### config.mk
export PLATFORM = sky130hd
export DESIGN_NAME = uart_rx_fifo
export DESIGN_NICKNAME = d
export VERILOG_FILES = /design/src/rtl/uart_rx_fifo.sv
export SDC_FILE = /design/constraint.sdc
export NUM_CORES = 1
export LEC_CHECK = 0
export ABC_CLOCK_PERIOD_IN_PS = 3400
export CAP_MARGIN = 0
export CORE_UTILIZATION = 55
export DETAILED_ROUTE_END_ITERATION = 6
export GPL_ROUTABILITY_DRIVEN = 0
export PLACE_DENSITY = 0.74
export SKIP_CTS_REPAIR_TIMING = 1
export SYNTH_ARGS = -nofsm -noshare
export SYNTH_HDL_FRONTEND = slang
export SYNTH_SLANG_ARGS = --single-unit
### constraint.sdc
create_clock -name aclk -period 3.4 [get_ports aclk]
set_clock_uncertainty 0.2 [all_clocks]
set_input_delay 0.34 -clock aclk [delete_from_list [all_inputs] [get_ports aclk]]
set_output_delay 0.34 -clock aclk [all_outputs]
set_load 0.01 [all_outputs]
### src/rtl/uart_rx_fifo.sv
// 8N1 UART receiver with 16x oversampling feeding a first-word-fall-through byte FIFO.
// Framing and overrun errors are kept as sticky flags until err_clr.
module uart_rx_fifo #(
  parameter int CLK_FREQ   = 50000000,
  parameter int BAUD       = 115200,
  parameter int FIFO_DEPTH = 8
) (
  input  logic                          aclk,
  input  logic                          aresetn,
  input  logic                          rx,
  output logic [7:0]                    dout,
  output logic                          rdy,
  input  logic                          rdy_clr,
  output logic [$clog2(FIFO_DEPTH):0]   count,
  output logic                          frame_err,
  output logic                          overrun,
  input  logic                          err_clr
);

  localparam int DIV = CLK_FREQ / (BAUD * 16);
  localparam int TW  = (DIV > 1) ? $clog2(DIV) : 1;
  localparam int AW  = $clog2(FIFO_DEPTH);
  localparam int CW  = AW + 1;
  localparam logic [TW-1:0] TICK_LAST = TW'(DIV - 1);
  localparam logic [CW-1:0] FULL      = CW'(FIFO_DEPTH);

  typedef enum logic [1:0] {S_IDLE, S_START, S_DATA, S_STOP} state_e;

  logic          rx_meta_q, rx_s_q;
  state_e        state_q;
  logic [TW-1:0] tcnt_q;
  logic [3:0]    sc_q;
  logic [2:0]    bi_q;
  logic [7:0]    shreg_q;

  logic [7:0]    mem [FIFO_DEPTH];
  logic [AW-1:0] wr_ptr_q, rd_ptr_q;
  logic [CW-1:0] count_q, count_d;
  logic          frame_err_q, overrun_q;

  logic tick, stop_tick, stop_ok, stop_bad, pop, push, ovr_evt;

  assign tick      = (tcnt_q == TICK_LAST);
  assign stop_tick = (state_q == S_STOP) && tick && (sc_q == 4'd15);
  assign stop_ok   = stop_tick && rx_s_q;
  assign stop_bad  = stop_tick && !rx_s_q;
  assign pop       = rdy_clr && rdy;
  assign push      = stop_ok && ((count_q != FULL) || pop);
  assign ovr_evt   = stop_ok && (count_q == FULL) && !pop;

  always_ff @(posedge aclk or negedge aresetn) begin
    if (!aresetn) begin
      rx_meta_q <= 1'b1;
      rx_s_q    <= 1'b1;
    end else begin
      rx_meta_q <= rx;
      rx_s_q    <= rx_meta_q;
    end
  end

  // The tick counter restarts on the start edge so every sample lands mid-bit.
  always_ff @(posedge aclk or negedge aresetn) begin
    if (!aresetn) begin
      state_q <= S_IDLE;
      tcnt_q  <= '0;
      sc_q    <= '0;
      bi_q    <= '0;
      shreg_q <= '0;
    end else begin
      tcnt_q <= tick ? '0 : tcnt_q + 1'b1;
      case (state_q)
        S_IDLE: begin
          if (!rx_s_q) begin
            state_q <= S_START;
            sc_q    <= '0;
            tcnt_q  <= '0;
          end
        end
        S_START: begin
          if (tick) begin
            if (sc_q == 4'd7) begin
              sc_q <= '0;
              bi_q <= '0;
              state_q <= rx_s_q ? S_IDLE : S_DATA;
            end else begin
              sc_q <= sc_q + 4'd1;
            end
          end
        end
        S_DATA: begin
          if (tick) begin
            if (sc_q == 4'd15) begin
              sc_q          <= '0;
              shreg_q[bi_q] <= rx_s_q;
              if (bi_q == 3'd7) state_q <= S_STOP;
              else              bi_q    <= bi_q + 3'd1;
            end else begin
              sc_q <= sc_q + 4'd1;
            end
          end
        end
        S_STOP: begin
          if (tick) begin
            if (sc_q == 4'd15) begin
              sc_q    <= '0;
              state_q <= S_IDLE;
            end else begin
              sc_q <= sc_q + 4'd1;
            end
          end
        end
        default: state_q <= S_IDLE;
      endcase
    end
  end

  always_ff @(posedge aclk) begin
    if (push) mem[wr_ptr_q] <= shreg_q;
  end

  always_comb begin
    count_d = count_q;
    case ({push, pop})
      2'b10:   count_d = count_q + 1'b1;
      2'b01:   count_d = count_q - 1'b1;
      default: count_d = count_q;
    endcase
  end

  // Error events take priority over a coincident clear.
  always_ff @(posedge aclk or negedge aresetn) begin
    if (!aresetn) begin
      wr_ptr_q    <= '0;
      rd_ptr_q    <= '0;
      count_q     <= '0;
      frame_err_q <= 1'b0;
      overrun_q   <= 1'b0;
    end else begin
      if (push) wr_ptr_q <= wr_ptr_q + 1'b1;
      if (pop)  rd_ptr_q <= rd_ptr_q + 1'b1;
      count_q <= count_d;
      if (stop_bad)     frame_err_q <= 1'b1;
      else if (err_clr) frame_err_q <= 1'b0;
      if (ovr_evt)      overrun_q <= 1'b1;
      else if (err_clr) overrun_q <= 1'b0;
    end
  end

  assign rdy       = (count_q != '0);
  assign dout      = rdy ? mem[rd_ptr_q] : 8'h00;
  assign count     = count_q;
  assign frame_err = frame_err_q;
  assign overrun   = overrun_q;

endmodule
==> impl_metrics.py <==
metrics = {
    "run_status": {
        "status": "finished, violations left",
        "violations": "DRC",
    },
    "drt": {
        "first_iter_violations": 152,
        "vias": 2378,
        "viasPerCell": 5.68,
        "drt-wirelength-per-cell_um": 16.8,
        "postRouteAntennaNets": 0,
        "met2_wirelength_um": 3400,
        "wl_met3_um": 137,
        "drc": 1,
        "drtPass1Iterations": 6,
        "finalWirelength_um": 7020,
        "met1_length_um": 3370,
        "top_layer": "met4",
    },
    "cells_and_area": {
        "mostFrequentLayoutCell": "edfxtp_1",
        "drive_above_1_share_pct": 18.9,
        "ff_latch_area_um2": 2830,
        "areaGrowthSynthToFinish_pct": 11.0,
        "fillCellCount": 567,
        "nets": 325,
        "final_cell_area_um2": 4850,
        "multiInputGateArea_um2": 1460,
        "layout_common_cells": "64 x edfxtp_1, 34 x dfrtp_1, 29 x nor2_1",
        "diodes": 0,
        "final_cells": 419,
    },
    "global_route": {
        "grt_max_degree": 37,
        "grt-ovfl-total": 0,
        "grt_pass1_vias": 2364,
        "grt_pass1_wl_um": 11800,
        "grt_antenna_before_repair": 0,
        "grt_use_total_pct": 18.7,
    },
    "logic_synthesis": {
        "synth_cell_type_count": 46,
        "synth_warnings": 0,
        "synth.top_cell.area_share_pct": 43.9,
        "syn_area_um2": 4370,
        "yosys.area.top_type": "edfxtp_1",
        "syn_area_per_cell_um2": 15.1,
        "yosysSeqAreaShare_pct": 64.6,
        "synthesis.nets": 302,
        "ys_ff_latch": 100,
        "synth_area_leaders": "edfxtp_1 44%, dfrtp_1 19%, mux4_2 8.2%",
        "syn_inst": 289,
    },
    "clocking": {
        "cts_sinks": 100,
        "cts_tree": "built",
        "clockBufferDepth": 2,
        "worst_setup_hold_path_clk_slew_ps": 100,
        "cts-buffers-inserted": 9,
        "cts-root-buf": "clkbuf_8",
        "clock_latency_ps": 360,
        "cts-htree-levels": 3,
    },
    "setup_path": {
        "cp.required_ps": 2860,
        "cp_top_family": "flip-flops",
        "path_cells": "mux4_2 > mux2i_1 > nor2_1 > clkdlybuf4s50_1",
        "critPathMaxFanout": 18,
        "cpPeakStageDelay_ps": 840,
        "cp_slowest_cell": "dfrtp_1",
        "worst-path-buf-inv": 1,
        "crit_type": "reg2out",
        "start_kind": "flop",
        "critPathCaptureType": "output port",
        "cp.arrival_ps": 2320,
    },
    "die": {
        "fp.dieH_um": 91.2,
        "dieWidth_um": 91.2,
        "row_count": 32,
        "coreArea_um2": 7730,
        "io_pins": 20,
        "initial_core_util_pct": 56.6,
        "dieArea_um2": 8310,
    },
    "placed_design": {
        "place_area_um2": 4660,
        "dp_hpwl_um": 4900,
        "portBuffers": 19,
        "dp_cells": 402,
    },
    "power_and_ir_drop": {
        "leakagePower_nw": 1.97,
        "max-vdd-ir-drop_uv": 314,
        "power_w": 0.00254,
        "pwr_density_cell_nw_per_um2": 524,
    },
    "sta": {
        "report.final.slew_viol_count": 0,
        "slew_headroom_pct": 45.4,
        "max_freq_mhz": 350,
        "period_minus_slack_ps": 2860,
        "finalHoldViolCount": 0,
        "min_period_over_period_pct": 84.1,
        "holdWs_ps": 159,
        "worst_slew_pin_slew_ps": 819,
        "tns_ps": 0,
        "finalSetupViolCount": 0,
        "rsz0062_at_grt": "false",
    },
    "min_path": {
        "hold_class": "reg2reg",
    },
    "job": {
        "maxCapViolCount": 0,
    },
}
-- cell type report --
type / count / share of cell area [%]
clock inverter: 7 / 1.24
sequential: 100 / 58.2
tap: 102 / 2.63
inverter: 9 / 0.696
timing repair buffer: 24 / 4.64
multi-input combinational: 168 / 30.0
clock buffer: 9 / 2.55
-- where the power goes --
part           total [W]  internal [W]  switching (W)
clock network   0.000689      0.000278       0.000411
registers        0.00144       0.00132       0.000122
logic           0.000412      0.000223       0.000190
total            0.00254       0.00182       0.000723
-- metrics by stage --
| stage | setup WS [ps] | utilization, % |
|---|---|---|
| CTS | 493 | 62.7 |
| detailed placement | 724 | 60.3 |
| global placement | 805 | 60.3 |
| finish | 540 | 62.8 |
| global route | 402 | 62.8 |
| floorplan | 930 | - |
-- worst paths after layout --
path / slack [ps] / depth (start not counted) / start / endpoint
setup / recovery: 540 / 4 / rd_ptr_q[1] / dout[1]
hold / removal: 160 / 0 / rx_meta_q / rx_s_q
setup reg to reg: 770 / 6 / tcnt_q[0] / mem[4][7]
hold reg to reg: 160 / 0 / rx_meta_q / rx_s_q
max in group asynchronous: 2080 / 2 / aresetn / bi_q[1]
min in group asynchronous: 400 / 2 / aresetn / tcnt_q[2]
-- logic make-up (layout without fill, tap and decap cells) --
family          count (synthesis)  count (layout)  share of synthesized area, %
xor+xnor                       11              11                          2.20
simple gates                   87              87                          11.0
compound gates                 19              19                          3.00
buf+inv                        21              49                          2.06
fa+ha+maj                       8               8                          2.29
flops                         100             100                          64.6
mux                            43              43                          14.8
-- metal layers --
| layer | vias to the layer above | GRT usage [%] |
|---|---|---|
| met5 | - | 0 |
| li1 | 1140 | - |
| met3 | 10 | 2.51 |
| met1 | 1198 | 26.6 |
| met2 | 30 | 29.6 |
| met4 | 0 | 7.67 |
-- worst register-to-register path, stage by stage (launching register included) --
cell	delay [ps]
dfrtp_1	410
inv_1	70
ha_1	200
nand4b_4	210
nor3_2	350
nand3b_1	210
nor2_1	610
-- sequential cells by signal, summed over array words and instances (netlist names), 3 cells and up, named ones only --
register / cells
bi_q: 3
count: 4
mem: 64
rd_ptr_q: 3
sc_q: 4
shreg_q: 8
tcnt_q: 5
wr_ptr_q: 3
-- cell usage after synthesis (all sizes together) --
cell / n
o2bb2ai: 1
nand4b: 2
a21o: 1
and4b: 1
nor2: 29
inv: 9
nand2b: 3
nand3: 13
mux2: 15
xnor2: 7
and3b: 2
nand2: 14
o2111ai: 1
mux2i: 12
ha: 8
or3: 1
nor3: 8
dfrtp: 34
o22ai: 2
o21ai: 7
a21oi: 2
mux4: 16
a22o: 1
xor2: 4
buf: 9
nor3b: 2
nand3b: 4
o41ai: 2
clkbuf: 3
edfxtp: 64
dfstp: 2
o31ai: 1
nand4: 5
nor4: 2
o211ai: 1
and3: 1
Note: power is estimated with default switching activity, not from simulation.
